`src/rtl/datapath_pkg.sv`:
```
// datapath_pkg: shared op encoding, sequencer states and datapath sizes.
package datapath_pkg;
   localparam int NUM_REGS = 3;
   localparam int DATA_W = 8;
   typedef enum logic [1:0] {OP_ADD = 2'b00, OP_ADC = 2'b01, OP_MUL = 2'b10, OP_CLR = 2'b11} op_e;
   typedef enum logic [2:0] {S_IDLE, S_CLEAR, S_EXEC, S_WRITE, S_DONE} state_e;
endpackage

```
`src/rtl/wait_counter.sv`:
```
// wait_counter: loadable down-counter flagging its final EXEC cycle.
module wait_counter #(
   parameter int W = 2
) (
   input  logic         clk,
   input  logic         rst_n,
   input  logic         load_i,
   input  logic [W-1:0] val_i,
   input  logic         dec_i,
   output logic         last_o
);
   logic [W-1:0] cnt_q;
   always_ff @(posedge clk or negedge rst_n) begin
      if (!rst_n) cnt_q <= '0;
      else if (load_i) cnt_q <= val_i;
      else if (dec_i && cnt_q != '0) cnt_q <= cnt_q - 1'b1;
   end
   assign last_o = cnt_q == W'(1);
endmodule

```
`src/rtl/datapath_sequencer.sv`:
```
// datapath_sequencer: steps the register/ALU datapath through one dst <- src OP imm command.
module datapath_sequencer
   import datapath_pkg::*;
#(
   parameter int ADD_WAIT = 1,
   parameter int MUL_WAIT = 3
) (
   input  logic                clk,
   input  logic                rst_n,
   input  logic                cmd_valid_i,
   output logic                cmd_ready_o,
   input  logic [1:0]          cmd_op_i,
   input  logic [1:0]          cmd_src_i,
   input  logic [1:0]          cmd_dst_i,
   input  logic [DATA_W-1:0]   cmd_imm_i,
   input  logic                carry_out_i,
   output logic [NUM_REGS-1:0] src_oe_o,
   output logic                add_oe_o,
   output logic                mul_oe_o,
   output logic [NUM_REGS-1:0] reg_load_o,
   output logic                reg_clear_o,
   output logic [DATA_W-1:0]   imm_out_o,
   output logic                carry_in_o,
   output logic                flag_c_o,
   output logic                done_o,
   output logic                err_o
);
   localparam int MAXW = ADD_WAIT > MUL_WAIT ? ADD_WAIT : MUL_WAIT;
   localparam int CW = $clog2(MAXW + 1);
   state_e state_q, state_d;
   op_e op_q, op_d;
   logic [1:0] src_q, src_d, dst_q, dst_d;
   logic [DATA_W-1:0] imm_q, imm_d;
   logic bad_q, bad_d, flag_q, flag_d, cnt_load, cnt_last, act;
   logic [NUM_REGS-1:0] src_oe_q, reg_load_q;
   logic [DATA_W-1:0] imm_out_q;
   logic ready_q, add_oe_q, mul_oe_q, clear_q, carry_in_q, done_q, err_q;
   wait_counter #(.W(CW)) u_cnt (
      .clk    (clk),
      .rst_n  (rst_n),
      .load_i (cnt_load),
      .val_i  (op_e'(cmd_op_i) == OP_MUL ? CW'(MUL_WAIT) : CW'(ADD_WAIT)),
      .dec_i  (state_q == S_EXEC),
      .last_o (cnt_last)
   );
   always_comb begin
      state_d = state_q;
      op_d = op_q;
      src_d = src_q;
      dst_d = dst_q;
      imm_d = imm_q;
      bad_d = bad_q;
      flag_d = flag_q;
      cnt_load = 1'b0;
      case (state_q)
         S_IDLE: if (cmd_valid_i) begin
            op_d = op_e'(cmd_op_i);
            src_d = cmd_src_i;
            dst_d = cmd_dst_i;
            imm_d = cmd_imm_i;
            bad_d = op_d != OP_CLR && (cmd_src_i == 2'd3 || cmd_dst_i == 2'd3);
            state_d = op_d == OP_CLR ? S_CLEAR : bad_d ? S_DONE : S_EXEC;
            cnt_load = state_d == S_EXEC;
         end
         S_CLEAR: state_d = S_DONE;
         S_EXEC:  state_d = cnt_last ? S_WRITE : S_EXEC;
         S_WRITE: begin
            state_d = S_DONE;
            flag_d = op_q == OP_MUL ? flag_q : carry_out_i;
         end
         default: state_d = S_IDLE;
      endcase
   end
   // Outputs are registered from the next state so they line up with the state they belong to.
   assign act = state_d == S_EXEC || state_d == S_WRITE;
   always_ff @(posedge clk or negedge rst_n) begin
      if (!rst_n) begin
         state_q <= S_IDLE;
         op_q <= OP_ADD;
         src_q <= '0;
         dst_q <= '0;
         imm_q <= '0;
         bad_q <= 1'b0;
         flag_q <= 1'b0;
         ready_q <= 1'b1;
         src_oe_q <= '0;
         add_oe_q <= 1'b0;
         mul_oe_q <= 1'b0;
         reg_load_q <= '0;
         clear_q <= 1'b0;
         imm_out_q <= '0;
         carry_in_q <= 1'b0;
         done_q <= 1'b0;
         err_q <= 1'b0;
      end else begin
         state_q <= state_d;
         op_q <= op_d;
         src_q <= src_d;
         dst_q <= dst_d;
         imm_q <= imm_d;
         bad_q <= bad_d;
         flag_q <= flag_d;
         ready_q <= state_d == S_IDLE;
         src_oe_q <= act ? NUM_REGS'(1) << src_d : '0;
         add_oe_q <= act && op_d != OP_MUL;
         mul_oe_q <= act && op_d == OP_MUL;
         reg_load_q <= state_d == S_WRITE ? NUM_REGS'(1) << dst_d : '0;
         clear_q <= state_d == S_CLEAR;
         imm_out_q <= act ? imm_d : '0;
         carry_in_q <= act && op_d == OP_ADC && flag_d;
         done_q <= state_d == S_DONE;
         err_q <= state_d == S_DONE && bad_d;
      end
   end
   assign cmd_ready_o = ready_q;
   assign src_oe_o = src_oe_q;
   assign add_oe_o = add_oe_q;
   assign mul_oe_o = mul_oe_q;
   assign reg_load_o = reg_load_q;
   assign reg_clear_o = clear_q;
   assign imm_out_o = imm_out_q;
   assign carry_in_o = carry_in_q;
   assign flag_c_o = flag_q;
   assign done_o = done_q;
   assign err_o = err_q;
endmodule

```
`config.mk`:
```
export PLATFORM = sky130hd
export DESIGN_NAME = datapath_sequencer
export DESIGN_NICKNAME = d
export VERILOG_FILES = /design/src/rtl/datapath_pkg.sv /design/src/rtl/wait_counter.sv /design/src/rtl/datapath_sequencer.sv
export SDC_FILE = /design/constraint.sdc
export NUM_CORES = 1
export LEC_CHECK = 0
export CAP_MARGIN = 30
export CORE_ASPECT_RATIO = 0.8
export CORE_MARGIN = 4
export CORE_UTILIZATION = 40
export CTS_CLUSTER_SIZE = 14
export DETAILED_ROUTE_END_ITERATION = 8
export GPL_ROUTABILITY_DRIVEN = 0
export GPL_TIMING_DRIVEN = 0
export PLACE_DENSITY = 0.67
export SYNTH_ARGS = -nofsm -noshare
export SYNTH_HDL_FRONTEND = slang
export SYNTH_SLANG_ARGS = --single-unit
```
`constraint.sdc`:
```
create_clock -name clk -period 3.65 [get_ports clk]
set_input_delay 0.73 -clock clk [delete_from_list [all_inputs] [get_ports clk]]
set_output_delay 0.73 -clock clk [all_outputs]
set_load 0.02 [all_outputs]
```
# Word-level counts from Yosys, hierarchy flattened
# Index checks and enable logic that the tools add are counted.
# word_totals
regBits,42
latchBits,0
ramBits,0
mem_bits_ro,0
in_bits,18
out_inout_bits,22
wordCells,78
n_memories,0
# classes
add_sub_neg,1
multipliers,0
div_mod_pow,0
n_lt_le_gt_ge,0
n_eq_ne,18
n_shift,2
n_mux,25
bitwise,0
n_reduce_logical,14
# ops
cell,count
8-bit two-way mux,3
2-bit two-way mux,9
"3-bit by 2-bit equality test with 1-bit output, second input constant",5
3-bit two-way mux,5
"2-bit equality test, second input constant",6
3-bit one-hot mux with 3 select lines,1
1-bit logical AND,7
1-bit two-way mux,7
"3-bit by 1-bit equality test with 1-bit output, second input constant",2
3-bit logical NOT,2
"1-bit by 2-bit << shifter with 3-bit output, first input constant",2
"2-bit by 1-bit equality test with 1-bit output, second input constant",2
"2-bit != test, second input constant",2
2-bit nonzero test,2
"3-bit equality test, second input constant",1
1-bit logical OR,2
2-bit OR reduction,1
"2-bit by 1-bit subtractor with 2-bit output, second input constant",1

# Depth between registers and ports, before layout
# logic_depth
word_depth,11
depth_mapped,6
depth_no_buf,6

# Cells and area by module
# Synthesis repeated with hierarchy kept, for this count alone.
# hier_totals
hier_cells,121
area_unflattened_um2,1650.3
# by_module_without_submodules
module,n_inst,cells_per_inst,area_per_inst_um2,seq_area_each_um2
datapath_sequencer,1,107,1511.4,1002.2
wait_counter,1,14,138.9,50.0

# Worst setup path before layout
# Ideal clock, no wire load.
# synth_timing
path_type,in2reg
startpoint,in cmd_valid_i
endpoint,reg carry_in_q (netlist: carry_in_o)
setup_ns,0.067
arrival_time_ns,1.700
required_time_ns,3.583
slack_ns,1.883
cell_stages,4
path_buffers,1
cell_sequence,nor4b_4 > buf_6 > mux2_2 > and4bb_2
# synth_between
elab_cells_between_ends,10
# synth_lines
element,line,source
"start, declared",datapath_sequencer.sv:10,"input logic cmd_valid_i,"
2-bit two-way mux,datapath_sequencer.sv:56,S_IDLE: if (cmd_valid_i) begin
2-bit two-way mux,datapath_sequencer.sv:55,case (state_q)
net op_d[1],datapath_sequencer.sv:31,"op_e op_q, op_d;"
2-bit by 1-bit equality test with 1-bit output,datapath_sequencer.sv:110,carry_in_q <= act && op_d == OP_ADC && flag_d;
1-bit logical AND (2 in a row),datapath_sequencer.sv:110,
"end signal, assigned",datapath_sequencer.sv:110,
"end, declared",datapath_sequencer.sv:37,"logic ready_q, add_oe_q, mul_oe_q, clear_q, carry_in_q, done_q, err_q;"
# The timed path passes the listed nets, and every way through them passes these cells.
# A chain may end at the register's enable or synchronous reset.

# Worst setup path after layout
# layout_timing
startpoint,in cmd_op_i[0]
endpoint,reg src_oe_q[0] (netlist: src_oe_o[0])
# layout_between
elab_chain_cells,9
elab_cells_between_ends,11
# layout_lines
element,line,source
"start, declared",datapath_sequencer.sv:12,"input logic [1:0] cmd_op_i,"
2-bit != test,datapath_sequencer.sv:61,bad_d = op_d != OP_CLR && (cmd_src_i == 2'd3 || cmd_dst_i == 2'd3);
1-bit logical AND,datapath_sequencer.sv:61,
3-bit two-way mux,datapath_sequencer.sv:62,state_d = op_d == OP_CLR ? S_CLEAR : bad_d ? S_DONE : S_EXEC;
3-bit two-way mux *,datapath_sequencer.sv:62,
3-bit two-way mux *,datapath_sequencer.sv:56,
3-bit one-hot mux with 3 select lines *,datapath_sequencer.sv:55,
3-bit by 2-bit equality test with 1-bit output,datapath_sequencer.sv:75,assign act = state_d == S_EXEC || state_d == S_WRITE;
1-bit logical OR *,datapath_sequencer.sv:75,
3-bit two-way mux *,datapath_sequencer.sv:104,src_oe_q <= act ? NUM_REGS'(1) << src_d : '0;
"end signal, assigned",datapath_sequencer.sv:104,
"end, declared",datapath_sequencer.sv:35,"logic [NUM_REGS-1:0] src_oe_q, reg_load_q;"
# Mark *: on every way between the ends. The rest lies on a longest branch, timed or not.

==> impl_metrics.py <==
metrics = {
    "run_status": {
        "status": "complete, no violations",
    },
    "power": {
        "clkPwrFrac_pct": 16.9,
        "power.total_w": 0.00177,
        "power_frac_comb_pct": 41.0,
        "power.density_mw_per_mm2": 825,
        "p_int_w": 0.00118,
        "seqPwrFrac_pct": 42.2,
        "sw_frac_of_total_pct": 33.0,
        "leakage_nw": 0.944,
        "switchingPower_w": 0.000582,
        "ir_drop_mv": 0.351,
    },
    "synthesis": {
        "synthSimpleGateAreaFrac_pct": 15.6,
        "syn_nets": 133,
        "yosysSeqAreaShare_pct": 66.1,
        "ys_seq_elements": 42,
        "synth_top_area_cell": "dfrtp_1",
        "syn_avg_cell_area_sq_um": 14.1,
        "syn-instance-count": 113,
        "synthMuxAreaShare_pct": 10.6,
        "syn_area_sq_mm": 0.00159,
        "ys_warn_count": 0,
        "synth_compound_area_share_pct": 3.38,
        "synth_top_area_share_pct": 64.4,
        "synthAdderAreaFrac_pct": 1.57,
        "synthXorXnorAreaFrac_pct": 0.550,
        "synth.area.top_cells": "dfrtp_1 (64%), mux2_2 (11%), nor2b_1 (4.3%), dfstp_2 (1.6%), ha_1 (1.6%)",
        "ys_async_sr_fraction_pct": 100,
        "synth_top_family_by_area": "simple AND/OR/NAND/NOR gates",
        "synth.most_common_cell": "dfrtp_1",
        "yosys-top-cells-count": "dfrtp_1 (41), mux2_2 (15), nor2b_1 (11)",
        "synth_edf_count": 0,
        "ys.flop_type": "dfrtp_1",
        "yosysUniqueCellTypes": 32,
    },
    "drt": {
        "drc_errors": 0,
        "wirelength_um": 2990,
        "vias": 1010,
        "ant_nets": 0,
        "drt_first_pass_iters": 4,
        "dr.first_iter.drc_count": 40,
        "via_per_inst": 4.70,
        "wl_per_cell_um": 13.9,
    },
    "cts": {
        "insertion_delay_ps": 290,
        "cts_htree_levels": 2,
        "cts_tree": "done",
        "cts_made_buffers": 5,
        "cts_hold_repair.buffers": 0,
        "root_buffer": "clkbuf_8",
        "cts_sinks": 42,
        "cts_resized": 0,
        "cts.path.max_buffers": 2,
        "post_cts_buffers": 0,
        "clkTransAtPathRegs_ps": 70,
    },
    "die": {
        "start_util_pct": 41.6,
        "core-area_sq_mm": 0.00383,
        "rows": 20,
        "pin_count": 40,
        "fp.dieW_um": 78.6,
        "die_height_um": 64.4,
        "dieArea_sq_mm": 0.00506,
    },
    "min_path": {
        "min_path_type": "register to register",
    },
    "timing": {
        "slew_viol_final": 0,
        "fmax_ghz": 0.447,
        "hold_violations": 0,
        "fin_crit_sh_pct": 61.3,
        "worstMarginPinSlew_ps": 900,
        "rsz0062_at_grt": "false",
        "skew_ps": 6.56,
        "setup-tns-final_ps": 0,
        "fin_crit_ps": 2240,
        "maxSlewHeadroom_pct": 40.0,
        "finalSetupViolCount": 0,
    },
    "placement": {
        "hpwl_um": 2170,
        "portBuffers": 39,
    },
    "global_routing": {
        "grt_max_degree": 43,
        "grt_util_all_layers_pct": 13.1,
        "grt.overflow.total": 0,
        "grt_pass1_wl_um": 5030,
        "antenna_found_initial": 0,
        "grt_pass1_vias": 1035,
    },
    "critical_path": {
        "arrival_ps": 2410,
        "cp_max_fo": 10,
        "critical_path_class": "primary input to register",
        "required_ps": 3820,
        "end_kind": "register",
        "critPathLaunchType": "primary input",
    },
    "job": {
        "drv_cap": 0,
    },
    "final_layout": {
        "antenna_cells": 0,
        "fin_nets": 179,
        "syn2layout_area_growth_pct": 34.2,
        "drive_gt1_share_pct": 19.4,
    },
}
critical path, cell delays in order:
cell and delay, ps:
clkdlybuf4s50_1 510, nand2_1 120, and3_1 200, o21ai_1 440, buf_2 320, nor3_1 90
final cells by class:
cell class | instances | area, sq um
buffer | 3 | 23.8
clock buffer | 7 | 86.3
clock inverter | 1 | 5.00
fill | 335 | 1690
inverter | 3 | 11.3
multi-input combinational | 65 | 505
sequential | 42 | 1050
tap | 55 | 68.8
timing repair buffer | 39 | 385
layer usage:
layer / global-route usage [%] / vias up / part of all wire (%)
li1: - / 474 / -
met1: 17.3 / 491 / 46
met2: 18.6 / 37 / 43
met3: 5.83 / 8 / 9.5
met4: 5.90 / 0 / 1.8
met5: 0 / - / 0
flip-flops by register name (all words and copies together), names as in the netlist, 2 cells and up:
signal	count
src_oe_o	3
state_q	3
reg_load_o	3
op_q	2
src_q	2
u_cnt.cnt_q	2
imm_out_o	8
dst_q	2
imm_q	8
logic make-up after synthesis:
| kind of cell | after synthesis |
|---|---|
| and+or+nand+nor | 39 |
| buffers and inverters | 6 |
| adders and majority gates | 2 |
| AOI/OAI and AO/OA | 8 |
| xor gates and xnor gates | 1 |
| DFF | 42 |
| muxes | 15 |
final timing paths:
kind                                   from             end  slack, ps  depth (start not counted)
worst max-delay path            cmd_op_i[0]     src_oe_o[0]       1410                          6
worst min-delay path                  bad_q           bad_q        480                          2
worst max register to register   state_q[0]      carry_in_o       1940                          4
worst min register to register        bad_q           bad_q        480                          2
max in group asynchronous             rst_n  u_cnt.cnt_q[1]       2530                          1
min in group asynchronous             rst_n   reg_load_o[0]        570                          1
per-stage QoR:
step | utilization [%] | cell area (sq um) | std cells | hold WS (ps) | setup WS (ps)
finish | 55.8 | 2140 | 215 | 477 | 1410
global route | 55.8 | 2140 | 215 | 515 | 1320
CTS | 55.8 | 2140 | 215 | 487 | 1430
detailed placement | 53.5 | 2050 | 207 | 471 | 1130
global placement | 53.6 | 2050 | 207 | 461 | 902
floorplan | - | 1590 | 113 | 434 | 1880
cells in the final DEF, fill, tap and decap left out, drive strengths merged:
master / synthesis / layout
a21boi: 1 / 1
a21oi: 1 / 1
a22oi: 1 / 1
a31o: 1 / 1
and3: 1 / 1
and4bb: 1 / 1
buf: 3 / 4
clkbuf: 0 / 7
clkdlybuf4s50: 0 / 38
clkinv: 0 / 1
dfrtp: 41 / 41
dfstp: 1 / 1
ha: 2 / 2
inv: 3 / 3
mux2: 15 / 15
nand2: 6 / 6
nand2b: 3 / 3
nand3: 1 / 1
nand3b: 1 / 1
nand4: 1 / 1
nand4b: 2 / 2
nor2: 5 / 5
nor2b: 11 / 11
nor3: 2 / 2
nor3b: 2 / 2
nor4b: 1 / 1
o211ai: 1 / 1
o21a: 1 / 1
o21ai: 2 / 2
or2: 1 / 1
or4b: 1 / 1
xnor2: 1 / 1
power groups by stage:
| stage | logic [W] | registers (W) | clock network [W] |
|---|---|---|---|
| finish | 0.000723 | 0.000744 | 0.000298 |
| floorplan | 0.000351 | 0.000843 | 0 |
| global placement | 0.000711 | 0.000745 | 0 |
| detailed placement | 0.000731 | 0.000754 | 0 |
| global route | 0.000787 | 0.000768 | 0.000331 |
| CTS | 0.000733 | 0.000746 | 0.000310 |
Note: power is estimated with default switching activity, not from simulation.
